### src/rtl/fpu_pkg.sv
// Shared types for the single-precision FP div/sqrt datapath.
// FloPoCo result layout, operand classes, exception flags and the canonical NaN.
package fpu_pkg;

  typedef enum logic [1:0] {
    ZERO   = 2'b00,
    NORMAL = 2'b01,
    INF    = 2'b10,
    NAN    = 2'b11
  } fp_exc_t;

  typedef struct packed {
    logic nv;
    logic dz;
    logic of;
    logic uf;
    logic nx;
  } fflags_t;

  typedef struct packed {
    fp_exc_t     exc;
    logic        sign;
    logic [7:0]  exp;
    logic [22:0] frac;
  } flopoco_t;

  localparam logic [31:0] CANONICAL_NAN_SP = 32'h7FC0_0000;

endpackage

### src/rtl/fp_flopoco_to_ieee_sp.sv
// Combinational FloPoCo -> IEEE-754 binary32 conversion with fflags generation.
// Build option FP_SUBNORMAL_EN: keep 2^-127 results as rounded subnormals instead of flushing to zero.
module fp_flopoco_to_ieee_sp
  import fpu_pkg::*;
(
  input  flopoco_t    rd,
  input  logic        sqrt,
  input  fp_exc_t     a_exc,
  input  fp_exc_t     b_exc,
  output logic [31:0] ieee,
  output fflags_t     fflags
);

  logic div_by_zero;
  assign div_by_zero = !sqrt && (b_exc == ZERO) && (a_exc == NORMAL);

`ifdef FP_SUBNORMAL_EN
  // Exponent 0 means 2^-127 * 1.f, i.e. 0.1f x 2^-126: shift the hidden one in,
  // round to nearest-even on the dropped bit. A carry out lands in exp=1 correctly.
  logic [23:0] sub_sum;
  assign sub_sum = {1'b0, 1'b1, rd.frac[22:1]} + 24'(rd.frac[0] & rd.frac[1]);
`endif

  always_comb begin
    // NOTE: every output is defaulted before the case so no branch can infer a latch.
    ieee      = '0;
    fflags    = '0;
    fflags.dz = div_by_zero;
    unique case (rd.exc)
      ZERO: ieee = {rd.sign, 31'b0};
      INF: begin
        ieee      = {rd.sign, 8'hFF, 23'b0};
        fflags.of = !div_by_zero && (a_exc != INF) && (sqrt || (b_exc != INF));
        fflags.nx = fflags.of;
      end
      NAN: begin
        ieee      = CANONICAL_NAN_SP;
        fflags.nv = (a_exc != NAN) && (sqrt || (b_exc != NAN));
      end
      NORMAL: begin
        if (rd.exp != 8'd0) begin
          ieee = {rd.sign, rd.exp, rd.frac};
        end else begin
`ifdef FP_SUBNORMAL_EN
          ieee      = {rd.sign, 7'b0, sub_sum};
          fflags.uf = rd.frac[0];
          fflags.nx = rd.frac[0];
`else
          ieee      = {rd.sign, 31'b0};
          fflags.uf = 1'b1;
          fflags.nx = 1'b1;
`endif
        end
      end
      default: ieee = '0;
    endcase
  end

endmodule

### src/rtl/fp_result_convert_sp.sv
// Result stage of the SP div/sqrt unit: converts to binary32, buffers in a 2-entry FIFO,
// and hands results to writeback with done/ack. Build option FP_SUBNORMAL_EN (see converter).
module fp_result_convert_sp
  import fpu_pkg::*;
#(
  parameter int ID_WIDTH = 3,
  parameter int DEPTH    = 2
) (
  input  logic                clk,
  input  logic                rst,
  input  logic                in_done,
  output logic                in_ack,
  input  logic [33:0]         in_rd,
  input  logic [ID_WIDTH-1:0] in_id,
  input  logic                in_sqrt,
  input  logic [1:0]          in_a_exc,
  input  logic [1:0]          in_b_exc,
  output logic                out_done,
  input  logic                out_ack,
  output logic [31:0]         out_rd,
  output logic [ID_WIDTH-1:0] out_id,
  output logic [4:0]          out_fflags
);

  // Pointer wrap relies on DEPTH being a power of two; only 2 is supported.
  localparam int PW = $clog2(DEPTH);
  localparam int CW = $clog2(DEPTH + 1);

  logic [31:0] conv_rd;
  fflags_t     conv_flags;

  fp_flopoco_to_ieee_sp u_conv (
    .rd     (flopoco_t'(in_rd)),
    .sqrt   (in_sqrt),
    .a_exc  (fp_exc_t'(in_a_exc)),
    .b_exc  (fp_exc_t'(in_b_exc)),
    .ieee   (conv_rd),
    .fflags (conv_flags)
  );

  logic [31:0]         rd_mem [DEPTH];
  logic [ID_WIDTH-1:0] id_mem [DEPTH];
  fflags_t             fl_mem [DEPTH];

  logic [PW-1:0] wr_ptr, rd_ptr;
  logic [CW-1:0] count;
  logic          push, pop;

  // Handshake depends on registered occupancy only, never on out_ack.
  assign in_ack   = (count != CW'(DEPTH));
  assign out_done = (count != '0);
  assign push     = in_done && in_ack;
  assign pop      = out_done && out_ack;

  always_ff @(posedge clk or negedge rst) begin
    if (!rst) begin
      wr_ptr <= '0;
      rd_ptr <= '0;
      count  <= '0;
    end else begin
      // NOTE: non-blocking assignments so every register samples pre-edge values.
      if (push) wr_ptr <= wr_ptr + 1'b1;
      if (pop)  rd_ptr <= rd_ptr + 1'b1;
      unique case ({push, pop})
        2'b10:   count <= count + 1'b1;
        2'b01:   count <= count - 1'b1;
        default: count <= count;
      endcase
    end
  end

  // NOTE: storage is not reset; outputs are masked by out_done, so stale entries never leak.
  always_ff @(posedge clk) begin
    if (push) begin
      rd_mem[wr_ptr] <= conv_rd;
      id_mem[wr_ptr] <= in_id;
      fl_mem[wr_ptr] <= conv_flags;
    end
  end

  assign out_rd     = out_done ? rd_mem[rd_ptr] : '0;
  assign out_id     = out_done ? id_mem[rd_ptr] : '0;
  assign out_fflags = out_done ? fl_mem[rd_ptr] : '0;

endmodule

### config.mk
export PLATFORM = sky130hd
export DESIGN_NAME = fp_result_convert_sp
export DESIGN_NICKNAME = d
export VERILOG_FILES = /design/src/rtl/fpu_pkg.sv /design/src/rtl/fp_flopoco_to_ieee_sp.sv /design/src/rtl/fp_result_convert_sp.sv
export SDC_FILE = /design/constraint.sdc
export NUM_CORES = 1
export LEC_CHECK = 0
export ABC_AREA = 1
export BUFFER_PORTS_ARGS = -buffer_cell sky130_fd_sc_hd__buf_2
export CELL_PAD_IN_SITES_DETAIL_PLACEMENT = 1
export CELL_PAD_IN_SITES_GLOBAL_PLACEMENT = 1
export CORE_MARGIN = 10
export CORE_UTILIZATION = 38
export CTS_BUF_LIST = sky130_fd_sc_hd__clkbuf_16
export DETAILED_ROUTE_END_ITERATION = 6
export PLACE_DENSITY_LB_ADDON = 0.25
export SYNTH_ARGS = -nofsm -noshare
export SYNTH_HDL_FRONTEND = slang
export SYNTH_HIERARCHICAL = 1
export SYNTH_SLANG_ARGS = --single-unit
### constraint.sdc
create_clock -name clk -period 2.5 [get_ports clk]
set_input_delay 0.125 -clock clk [delete_from_list [all_inputs] [get_ports clk]]
set_output_delay 0.125 -clock clk [all_outputs]
set_load 0.01 [all_outputs]
# ---- Word-level counts from Yosys, hierarchy flattened
# Memories as Yosys holds them, arrays and structs flattened.
# Index checks and enable logic that the tools add are counted.
dict set report word_totals {
  reg_bits 4
  latchBits 0
  mem_bits_rw 80
  mem_bits_ro 0
  inputBits 46
  out_inout_bits 42
  word_cells 50
  mem_count 3
}
# memory words width rd rd_clocked_by_memory_dff write_ports line_no
set mem_list {}
lappend mem_list {rd_mem 2 32 1 0 1 fp_result_convert_sp.sv:41} ;# logic [31:0] rd_mem [DEPTH];
lappend mem_list {fl_mem 2 5 1 0 1 fp_result_convert_sp.sv:43} ;# fflags_t fl_mem [DEPTH];
lappend mem_list {id_mem 2 3 1 0 1 fp_result_convert_sp.sv:42} ;# logic [ID_WIDTH-1:0] id_mem [DEPTH];
dict set report classes {
  addsub 4
  mul 0
  div_mod_pow 0
  n_lt_le_gt_ge 0
  n_eq_ne 11
  shift 0
  mux 13
  bitwise 0
  n_reduce_logical 16
}
# cell count
set ops {}
lappend ops {{one-hot mux 32 bit (4 select lines)} 1}
lappend ops {{2-to-1 mux 32 bit} 1}
lappend ops {{2-to-1 mux 31 bit} 1}
lappend ops {{!= test 2 bit (second input constant)} 5}
lappend ops {{nonzero test 8 bit} 1}
lappend ops {{logical AND 1 bit} 7}
lappend ops {{equality test 2 x 1 -> 1 bit (second input constant)} 3}
lappend ops {{equality test 2 bit (second input constant)} 3}
lappend ops {{2-to-1 mux 1 bit} 5}
lappend ops {{2-to-1 mux 5 bit} 1}
lappend ops {{logical NOT 2 bit} 2}
lappend ops {{one-hot mux 2 bit (2 select lines)} 1}
lappend ops {{nonzero test 2 bit} 2}
lappend ops {{2-to-1 mux 3 bit} 1}
lappend ops {{adder 1 bit (second input constant)} 2}
lappend ops {{adder 2 x 1 -> 2 bit (second input constant)} 1}
lappend ops {{logical NOT 1 bit} 2}
lappend ops {{logical OR 1 bit} 2}
lappend ops {{2-to-1 mux 2 bit} 1}
lappend ops {{one-hot mux 1 bit (2 select lines)} 1}
lappend ops {{subtractor 2 x 1 -> 2 bit (second input constant)} 1}

# ---- Logic depth before layout (Yosys ltp)
# Gate-level depths: netlist of the first run.
dict set report logic_depth {
  word_depth 7
  ltp_mapped 9
  mapped_depth_nobuf 9
}

# ---- By module
# The synthesis of the first run kept the hierarchy.
# mod n_inst cells_each area_per_inst_um2 seq_area_each_um2
set by_module_without_submodules {}
lappend by_module_without_submodules {fp_result_convert_sp 1 244 3339.5 2502.4}
lappend by_module_without_submodules {fp_flopoco_to_ieee_sp 1 109 511.7 0.0}

# ---- Worst setup path after synthesis of the first run
# No wires, ideal clock.
dict set report synth_timing {
  path_type {reg2reg}
  startpoint {register count[0]}
  endpoint {memory fl_mem[0][0] (netlist bit), enable pin}
  setup_time_ns 0.437
  t_arrival_ns 2.362
  required_time_ns 2.063
  slack_ns -0.299
  path_stages_with_launch 5
  path_buffers 0
  synth_period_minus_slack_ns 2.799
  cell_sequence {dfrtp_1 -> inv_2 -> nand2_2 -> nand2_4 -> nor2_1}
}
dict set report synth_between {
  elab_chain_cells 4
}
# element line_no
set synth_rtl {}
lappend synth_rtl {{start: declaration} fp_result_convert_sp.sv:46} ;# logic [CW-1:0] count;
lappend synth_rtl {{start signal: assignment} fp_result_convert_sp.sv:65} ;# 2'b10: count <= count + 1'b1;
lappend synth_rtl {{start signal: assignment} fp_result_convert_sp.sv:66} ;# 2'b01: count <= count - 1'b1;
lappend synth_rtl {{start signal: assignment} fp_result_convert_sp.sv:67} ;# default: count <= count;
lappend synth_rtl {{!= test 2 bit} fp_result_convert_sp.sv:50} ;# assign in_ack = (count != CW'(DEPTH));
lappend synth_rtl {{net in_ack} fp_result_convert_sp.sv:12} ;# output logic in_ack,
lappend synth_rtl {{logical AND 1 bit} fp_result_convert_sp.sv:52} ;# assign push = in_done && in_ack;
lappend synth_rtl {{2-to-1 mux 1 bit} fp_result_convert_sp.sv:74} ;# if (push) begin
lappend synth_rtl {{2-to-1 mux 1 bit (not written as such)} fp_result_convert_sp.sv:77} ;# fl_mem[wr_ptr] <= conv_flags;
lappend synth_rtl {{end: declaration} fp_result_convert_sp.sv:43}
# The timed path passes the listed nets, and every way through them passes these cells.

# ---- Worst setup path in the final report of the first run
dict set report layout_timing {
  startpoint {register rd_ptr}
  endpoint {output out_rd[18]}
}
dict set report layout_between {
  elab_chain_cells 2
}
# element line_no
set layout_rtl {}
lappend layout_rtl {{start: declaration} fp_result_convert_sp.sv:45} ;# logic [PW-1:0] wr_ptr, rd_ptr;
lappend layout_rtl {{start signal: assignment} fp_result_convert_sp.sv:63} ;# if (pop) rd_ptr <= rd_ptr + 1'b1;
lappend layout_rtl {{memory (2 x 32 bit)} n/a}
lappend layout_rtl {{2-to-1 mux 32 bit} fp_result_convert_sp.sv:81} ;# assign out_rd = out_done ? rd_mem[rd_ptr] : '0;
lappend layout_rtl {{end: declaration} fp_result_convert_sp.sv:20} ;# output logic [31:0] out_rd,
# Every way passes these cells.

==> flow_summary.yaml, run 1 <==
run_status:
  status: "finished, final reports clean"
logic_synthesis:
  synthFlopType: "edfxtp_1"
  yosysTopAreaCell: "edfxtp_1"
  syn_nets: 404
  synth_top_area_share_pct: 62.4
  async_flop_share_pct: 4.76
  ys_types: 24
  yosys-top-cells-count: "nand2_1 (114), edfxtp_1 (80), a21oi_1 (32)"
  ys_seq_elements: 84
  netlist_area_mm2: 0.00385
  netlist_instances: 353
  synth_most_common_cell: "nand2_1"
  synth_edf_count: 80
  synth_area_leaders: "edfxtp_1 (62%), nand2_1 (11%), a21oi_2 (4.8%)"
  yosysWarnings: 6
  ys_seq_area_share_pct: 65.0
  synth.avg_cell_area_um2: 10.9
worst_setup_path:
  cp_slowest_cell: "inv_2"
  cp-start-kind: "flip-flop"
  ff2ff_setup_slack_ns: 0.81
  cp.required_ns: 2.38
  slowest_delay_ns: 0.54
  critPathLaunch: "rd_ptr"
  crit_type: "flip-flop to primary output"
  end_kind: "primary output"
  reg2reg_depth: 7
  worstPathArrival_ns: 1.81
  crit_path_max_fanout: 41
  path_cells: "inv_2, nand2_1, a21oi_1, buf_2"
  setup.worst_path.end: "out_rd[18]"
  r2r_end: "count[1]"
  rr_startpoint: "count[0]"
placed_design:
  gp_congestion: 0.780
  hpwlAfterDp_um: 6590
  io_buffers: 87
global_route:
  grt_pass1_vias: 3075
  grt_use_total_pct: 13.5
  antenna_found_initial: 0
  overflow: 0
  grt_max_degree: 42
  grt_first_pass_wirelength_um: 15300
final_layout:
  drive_above_1_share_pct: 31.5
  num_antenna_cells: 0
  syn_to_final_growth_pct: 22.0
  fin_nets: 491
floorplan:
  core_mm2: 0.00982
  die_h_um: 121
  ios: 88
  start_util_pct: 39.2
  die_w_um: 121
  row_count: 36
  die_area_mm2: 0.0146
route:
  drc: 0
  num_vias: 2819
  wl_um: 9690
  ant_nets: 0
  avgViaCountPerCell: 4.88
  initialDrtViolationCount: 113
  wl_per_cell_um: 16.8
  drt_first_pass_iters: 4
sta:
  tightestPinTransition_ns: 0.867
  setup_viol: 0
  hold_violations: 0
  layout_min_cycle_time_ns: 1.93
  setup_tns_ns: 0
  slew_headroom_pct: 42.1
  max_freq_ghz: 0.517
  drv_slew: 0
  whs_ns: 0.106
  skew_ns: 0.00628
  rsz0062_at_grt: "no"
  period_share_pct: 77.4
cts:
  clk_pin_slew_ns: 0.06
  cts_tree: "done"
  cts_root_buf: "clkbuf_16"
  htree_levels: 3
  cts_setup_buffers: 0
  clockBufferDepth: 2
  worstSkewPairLatency_ns: 0.34
  clock_sinks: 84
  cts_buffers: 9
worst_hold_path:
  hold_path_class: "input pin to flip-flop"
power_and_ir_drop:
  p_leak_nw: 1.98
  peakVddDrop_mv: 0.483
  p_per_area_mw_per_mm2: 1160
run:
  max-cap-violations: 0
## metrics by stage
step	cell area [um^2]	setup WS [ns]	instances	utilization [%]	power [mW]
final	4700	0.566	578	47.9	5.46
after CTS	4700	0.519	578	47.9	5.58
after global routing	4700	0.413	578	47.9	5.84
after global placement	4340	0.708	558	44.2	4.10
after detailed placement	4340	0.576	558	44.2	4.16
after floorplan	3850	0.372	353	-	3.43
## how the worst min path moves through the flow
| stage | from | depth (start not counted) | end | slack (ns) |
|---|---|---|---|---|
| 2_1_floorplan | rst | 0 | count[0] | -0.17 |
| 3_3_place_gp | rst | 1 | count[1] | -0.06 |
| 3_5_place_dp | rst | 1 | count[1] | -0.06 |
| 4_1_cts | in_done | 3 | wr_ptr | 0.10 |
| 5_1_grt | in_done | 3 | wr_ptr | 0.12 |
| 6_report | in_done | 3 | wr_ptr | 0.11 |
## power by group
group          switching, mW  internal, mW  leakage, nW
sequential             0.112          1.94        0.810
clock                  0.528         0.870        0.154
combinational           1.35         0.660         1.01
## layer usage
metal | global-route usage [%] | vias to the layer above | wire length, um
met2 | 24.2 | 73 | 4980
li1 | - | 1358 | -
met5 | 0 | - | 0
met4 | 6.79 | 0 | 257
met3 | 4.05 | 23 | 508
met1 | 14.0 | 1365 | 3940
## what timing repair did
action | in CTS | in global routing
hold endpoints to repair | 10 | 0
hold buffers | 4 | 0
resized for setup | 0 | 0
## registers in the layout (all words and copies together), names as in the netlist
register	cells
wr_ptr	1
rd_mem	64
count	2
fl_mem	10
id_mem	6
rd_ptr	1
## placed cells by master, fill, tap and decap left out, drive strengths merged
master and count:
nand2 119, buf 92, edfxtp 80, a21oi 53, nor2 35, inv 21
o21ai 9, clkbuf 9, ha 5, dfrtp 4, dlygate4sd3 4, clkinv 4
nand3 3, bufinv 2, xnor2 1, nand4 1, clkinvlp 1, o21bai 1
o31a 1
## cell type report
| cell class | instances | area (um^2) |
|---|---|---|
| sequential | 84 | 2500 |
| clock inverter | 7 | 92.6 |
| inverter | 21 | 78.8 |
| fill | 1167 | 5120 |
| timing repair buffer | 96 | 513 |
| clock buffer | 9 | 225 |
| tap | 133 | 166 |
| multi-input combinational | 228 | 1120 |
## worst max-delay path: cells and delay by family (launching register included)
kind	cells	cell delay, ns
flops	1	0.39
compound gates	1	0.25
simple gates	1	0.11
buf+inv	2	0.72
## logic make-up (layout without fill, tap and decap cells)
kind of cell	count (synthesis)	after routing	share of synthesized area, %
buffers and inverters	41	133	6.11
adder cells (fa/ha/maj)	5	5	1.62
AND/OR/NAND/NOR	158	158	16.5
AO/OA/AOI/OAI	64	64	10.5
XOR/XNOR	1	1	0.227
flip-flops	84	84	65.0
Note: power is estimated with default switching activity, not from simulation.
==> inputs of run 2 (changes only) <==
--- a/config.mk
+++ b/config.mk
@@ -5,12 +5,12 @@
 export SDC_FILE = /design/constraint.sdc
 export NUM_CORES = 1
 export LEC_CHECK = 0
-export ABC_AREA = 1
+export ABC_AREA = 0
 export BUFFER_PORTS_ARGS = -buffer_cell sky130_fd_sc_hd__buf_2
 export CELL_PAD_IN_SITES_DETAIL_PLACEMENT = 1
 export CELL_PAD_IN_SITES_GLOBAL_PLACEMENT = 1
 export CORE_MARGIN = 10
-export CORE_UTILIZATION = 38
+export CORE_UTILIZATION = 43
 export CTS_BUF_LIST = sky130_fd_sc_hd__clkbuf_16
 export DETAILED_ROUTE_END_ITERATION = 6
 export PLACE_DENSITY_LB_ADDON = 0.25
==> constraint.sdc (replaced) <==
create_clock -name clk -period 2 [get_ports clk]
set_input_delay 0.1 -clock clk [delete_from_list [all_inputs] [get_ports clk]]
set_output_delay 0.1 -clock clk [all_outputs]
set_load 0.01 [all_outputs]
==> run 2 against run 1 <==
Compared with the run above:
- register-to-register slack worse by 0.34 ns
- critical path depth unchanged
- clock power up 11%
- via count down 19%
- clock-buffer cell count unchanged
- sequential power up 25%
- non-clock buffer count unchanged
- sequential share of layout area up 1.2 points
- core utilization up 7.5 points
- critical path type unchanged
- largest power group unchanged
==> flow_summary.yaml, run 2 <==
run_status:
  status: "finished, final reports clean"
global_route:
  antenna_found_initial: 0
  grt_first_pass_wirelength_um: 13300
  grt_use_total_pct: 13.2
  grt_max_degree: 42
  overflow: 0
  grt_pass1_vias: 2616
final_layout:
  top_register: "rd_mem"
  final_common_cell: "buf_2"
  reg_top3: "rd_mem: 64 flops, fl_mem: 10 flops, id_mem: 6 flops"
  final_area_mm2: 0.00459
  nFillCells: 849
  num_antenna_cells: 0
  syn_to_final_growth_pct: 24.0
  final_cell_mix: "buf_2 (87), edfxtp_1 (80), nor2_1 (44)"
  fin_nets: 403
  drive_above_1_share_pct: 38.5
  largest_register_ffs: 64
sta:
  skew_ns: 0.00544
  layout_min_cycle_time_ns: 1.76
  max_freq_ghz: 0.567
  slew_headroom_pct: 61.8
  drv_slew: 0
  setup_viol: 0
  period_share_pct: 88.2
  hold_violations: 0
  rsz0062_at_grt: "no"
  setup_tns_ns: 0
  tightestPinTransition_ns: 0.572
worst_setup_path:
  rr_startpoint: "count[0]"
  cp_slowest_cell: "dfrtp_1"
  crit_path_max_fanout: 40
  critPathLaunch: "count[0]"
  ff2ff_setup_slack_ns: 0.47
  slowest_delay_ns: 0.45
  path_cells: "nor2_4, buf_4, nor2_1, buf_2"
  crit_buf_inv: 2
  worstPathArrival_ns: 1.66
  cp.depth: 4
  crit_type: "flip-flop to primary output"
  cp.required_ns: 1.90
  cp-start-kind: "flip-flop"
  setup.worst_path.end: "out_rd[27]"
  end_kind: "primary output"
  r2r_end: "count[1]"
  crit_family: "buffers and inverters"
  reg2reg_depth: 5
logic_synthesis:
  synth.avg_cell_area_um2: 14.4
  yosysWarnings: 6
  yosysTopAreaCell: "edfxtp_1"
  synth_most_common_cell: "edfxtp_1"
  syn_nets: 309
  yosys-top-cells-count: "edfxtp_1 (80), nor2_1 (45), mux2i_1 (40)"
  synth_edf_count: 80
  synthFlopType: "edfxtp_1"
  ys_seq_elements: 84
  ys_seq_area_share_pct: 67.5
  synth_top_area_share_pct: 64.8
  synth_area_leaders: "edfxtp_1 (65%), mux2i_1 (11%), and2_4 (4.7%)"
  async_flop_share_pct: 4.76
  netlist_instances: 258
  ys_types: 32
  netlist_area_mm2: 0.00370
cts:
  clk_pin_slew_ns: 0.06
  cts_setup_buffers: 0
  htree_levels: 3
  clockBufferDepth: 2
  worstSkewPairLatency_ns: 0.33
  cts_root_buf: "clkbuf_16"
  cts.repair.resized: 0
  cts_tree: "done"
  cts_buffers: 9
  clock_sinks: 84
  cts_hold_buffers: 4
route:
  wl_per_cell_um: 18.0
  drt_first_pass_iters: 4
  routed.top_layer: "met4"
  avgViaCountPerCell: 4.97
  initialDrtViolationCount: 75
  met3WireLength_um: 358
  wirelength_met1_um: 3290
  wl_um: 8290
  met2RoutedLength_um: 4500
  ant_nets: 0
  num_vias: 2293
  drc: 0
placed_design:
  gp_congestion: 0.746
  io_buffers: 87
  hpwlAfterDp_um: 5630
  place_area_mm2: 0.00427
floorplan:
  row_count: 33
  core_mm2: 0.00830
  die_w_um: 113
  die_area_mm2: 0.0127
  die_h_um: 113
  ios: 88
  start_util_pct: 44.6
power_and_ir_drop:
  p_leak_nw: 1.95
  p_per_area_mw_per_mm2: 1430
  peakVddDrop_mv: 0.495
  power_mw: 6.55
worst_hold_path:
  hold_path_class: "input pin to flip-flop"
  min_path_cells: 2
run:
  max-cap-violations: 0
[run 2: changes by cell type in the layout (fill, tap and decap cells not counted), moves of 3 or more]
cell | previous run | this run
nand3_1 | 3 | 0
buf_12 | 0 | 3
inv_1 | 18 | 7
a21oi_1 | 32 | 8
o21ai_0 | 9 | 1
buf_4 | 5 | 2
nand2_1 | 114 | 11
a21oi_2 | 21 | 1
nor2_1 | 30 | 44
mux2i_1 | 0 | 40
nand2_2 | 4 | 0
nand2b_1 | 0 | 3
and2_4 | 0 | 20
[run 2: cells by family after synthesis]
kind of cell / after synthesis / synth area share (%)
compound gates: 15 / 2.63
simple gates: 89 / 13.0
flops: 84 / 67.5
fa+ha+maj: 5 / 1.69
buf+inv: 20 / 3.11
xor+xnor: 5 / 1.18
mux: 40 / 10.8
[run 2: area by class of cell]
type	instances	area (um^2)	share of cell area, %
Clock buffer	9	225	4.90
Clock inverter	6	56.3	1.23
Inverter	7	26.3	0.572
Multi-Input combinational cell	154	1100	24.0
Sequential cell	84	2500	54.5
Tap cell	105	131	2.86
Timing Repair Buffer	96	551	12.0
[run 2: report_power, final]
part / total, mW / internal (mW) / switching [mW]
registers: 2.58 / 2.43 / 0.146
logic: 2.40 / 0.962 / 1.44
clock network: 1.56 / 0.950 / 0.614
[run 2: worst min path at each step]
stage,slack (ns),endpoint,start
2_1_floorplan,-0.20,count[0],rst
3_3_place_gp,-0.09,wr_ptr,rst
3_5_place_dp,-0.08,wr_ptr,rst
5_1_grt,0.07,rd_mem[0][17],in_rd[17]
6_report,0.08,rd_mem[1][19],in_rd[19]
4_1_cts,0.06,rd_mem[0][19],in_rd[19]
[run 2: per-stage QoR]
| stage | hold slack (ns) | cells | utilization [%] | worst slack (ns) |
|---|---|---|---|---|
| 2_1_floorplan | -0.196 | 258 | - | 0.235 |
| 3_3_place_gp | -0.0889 | 442 | 51.5 | 0.511 |
| 3_5_place_dp | -0.0839 | 442 | 51.5 | 0.432 |
| 4_1_cts | 0.0649 | 461 | 55.4 | 0.208 |
| 5_1_grt | 0.0709 | 461 | 55.4 | 0.133 |
| 6_report | 0.0768 | 461 | 55.4 | 0.236 |
[run 2: per-layer routing]
layer	GRT usage, %	vias up
met5	0	-
met3	3.01	10
met4	5.92	0
li1	-	1105
met1	14.5	1122
met2	23.6	56
==> inputs of run 3 (changes only) <==
--- a/config.mk
+++ b/config.mk
@@ -10,10 +10,11 @@
 export CELL_PAD_IN_SITES_DETAIL_PLACEMENT = 1
 export CELL_PAD_IN_SITES_GLOBAL_PLACEMENT = 1
 export CORE_MARGIN = 10
-export CORE_UTILIZATION = 43
+export CORE_UTILIZATION = 39
 export CTS_BUF_LIST = sky130_fd_sc_hd__clkbuf_16
 export DETAILED_ROUTE_END_ITERATION = 6
 export PLACE_DENSITY_LB_ADDON = 0.25
+export SETUP_SLACK_MARGIN = 0.2
 export SYNTH_ARGS = -nofsm -noshare
 export SYNTH_HDL_FRONTEND = slang
 export SYNTH_HIERARCHICAL = 1
==> constraint.sdc (replaced) <==
create_clock -name clk -period 1.45 [get_ports clk]
set_input_delay 0.0725 -clock clk [delete_from_list [all_inputs] [get_ports clk]]
set_output_delay 0.0725 -clock clk [all_outputs]
set_load 0.01 [all_outputs]
==> run 3 against run 2 <==
Compared with the run above:
- the run now ends with negative setup slack left
- flip-flop and latch count did not move
- clock-buffer cell count did not move
- combinational power rose by 150%
- global-route usage rose by 2.5 points
- non-clock buffer count rose by 42
- sequential power rose by 42%
- wire length rose by 50%
- hold slack got worse by 0.044 ns
- die area rose by 8.4%
- sequential share of layout area fell by 9.4 points
- critical path type unchanged
- largest cell class unchanged
==> flow_summary.yaml, run 3 (same netlist as run 2, synthesis figures left out) <==
run_status:
  status: "complete, but fails checks"
  violations: "negative setup slack"
global_route:
  grt_pass1_vias: 2878
  overflow: 0
  grt_first_pass_wirelength_um: 16700
  grt_max_degree: 30
  antenna_found_initial: 0
  grt_use_total_pct: 15.7
final_layout:
  num_antenna_cells: 0
  largest_register_ffs: 64
  syn_to_final_growth_pct: 49.9
  nFillCells: 906
  final_common_cell: "buf_2"
  drive_above_1_share_pct: 51.4
  final_cell_count_no_fill: 528
  final_area_mm2: 0.00556
  fin_nets: 445
  reg_top3: "rd_mem: 64 flops, fl_mem: 10 flops, id_mem: 6 flops"
  final_cell_mix: "buf_2 (82), edfxtp_1 (80), nor2_1 (38)"
  top_register: "rd_mem"
floorplan:
  core_mm2: 0.00924
  die_w_um: 117
  die_h_um: 117
  die_area_mm2: 0.0138
  start_util_pct: 40.1
  ios: 88
  row_count: 35
sta:
  tightestPinTransition_ns: 0.520
  rsz0062_at_grt: "yes"
  period_share_pct: 111
  whs_ns: 0.0330
  max_freq_ghz: 0.619
  layout_min_cycle_time_ns: 1.61
  setup_viol: 115
  slew_headroom_pct: 65.2
  skew_ns: 0.00794
  worst_slack_ns: -0.165
  hold_violations: 0
  drv_slew: 0
power_and_ir_drop:
  p_leak_nw: 2.31
  p_per_area_mw_per_mm2: 2120
  peakVddDrop_mv: 1.10
  power_mw: 11.8
worst_setup_path:
  crit_family: "flip-flops"
  slowest_delay_ns: 0.46
  crit_type: "flip-flop to primary output"
  cp.required_ns: 1.38
  crit_buf_inv: 2
  path_cells: "buf_12, mux2i_1, nor2_2, buf_2"
  ff2ff_setup_slack_ns: -0.12
  cp-start-kind: "flip-flop"
  cp_slowest_cell: "dfrtp_2"
  crit_path_max_fanout: 15
  end_kind: "primary output"
  worstPathArrival_ns: 1.54
route:
  wl_per_cell_um: 23.5
  num_vias: 2584
  initialDrtViolationCount: 134
  ant_nets: 0
  drt_first_pass_iters: 4
  wl_um: 12400
  drc: 0
  avgViaCountPerCell: 4.89
placed_design:
  place_ws_ns: -0.0183
  dp_cells: 473
  gp_congestion: 0.766
  io_buffers: 87
  place_area_mm2: 0.00441
  hpwlAfterDp_um: 6100
cts:
  clk_pin_slew_ns: 0.06
  clock_sinks: 84
  cts_buffers: 9
  worstSkewPairLatency_ns: 0.34
  cts_root_buf: "clkbuf_16"
  clockBufferDepth: 2
  htree_levels: 3
  cts_tree: "done"
worst_hold_path:
  hold_path_class: "input pin to flip-flop"
run:
  max-cap-violations: 0
## run 3: changes by cell type in the layout (fill, tap and decap cells not counted), moves of 5 or more
cell	previous run	this run
buf_2	87	82
clkbuf_16	9	16
nor2_1	44	38
buf_4	2	9
buf_16	0	8
mux2i_1	40	30
mux2i_2	0	7
buf_6	0	17
buf_12	3	11
## run 3: layout make-up
cell class                      instances  area, um^2  share of cell area [%]
Timing Repair Buffer                  138        1330                    23.9
Inverter                                7        26.3                   0.473
Clock inverter                          7        51.3                   0.923
Clock buffer                            9         225                    4.05
Multi-Input combinational cell        154        1260                    22.7
Tap cell                              129         161                    2.91
Sequential cell                        84        2510                    45.1
## run 3: final timing paths
path,startpoint,cells after the start,endpoint
worst max-delay path,rd_ptr,4,out_rd[6]
worst min-delay path,in_rd[2],2,rd_mem[0][2]
worst max register to register,count[0],7,rd_mem[0][27]
worst min register to register,wr_ptr,1,wr_ptr
max in group asynchronous,rst,2,count[1]
min in group asynchronous,rst,2,wr_ptr
## run 3: where the power goes
part	switching [mW]	internal (mW)	total (mW)
clock	0.992	1.17	2.16
sequential	0.303	3.37	3.67
combinational	2.88	3.07	5.95
## run 3: per-stage QoR
| step | utilization (%) | setup TNS, ns |
|---|---|---|
| 6_report | 60.1 | -7.12 |
| 5_1_grt | 60.1 | -10.31 |
| 4_1_cts | 56.1 | -2.06 |
| 3_5_place_dp | 47.7 | -0.0183 |
| 3_3_place_gp | 47.7 | 0 |
| 2_1_floorplan | - | -14.35 |
## run 3: repair_timing
item / CTS / global route
endpoints found under the hold margin: 10 / 0
gates resized for setup: 27 / 34
cloned: 8 / 7
pin swaps: 7 / 4
setup buffers: 16 / 4
hold buffers: 4 / 0
endpoints found under the setup margin: 122 / 125
## run 3: metal layers
layer  routed length, um  part of all wire, %  track usage, %  vias to the layer above
li1                    -                    -               -                     1194
met2                6670                   54            28.6                       69
met4                 346                  2.8            6.80                        0
met5                   0                    0               0                        -
met3                 388                  3.1            3.21                       21
met1                5000                   40            17.1                     1300
## run 3: worst reg2reg max path, delay by kind of cell (launching register included)
family / cells / cell delay (ns)
buffers and inverters: 4 / 0.51
flip-flops: 1 / 0.41
AND/OR/NAND/NOR: 3 / 0.39
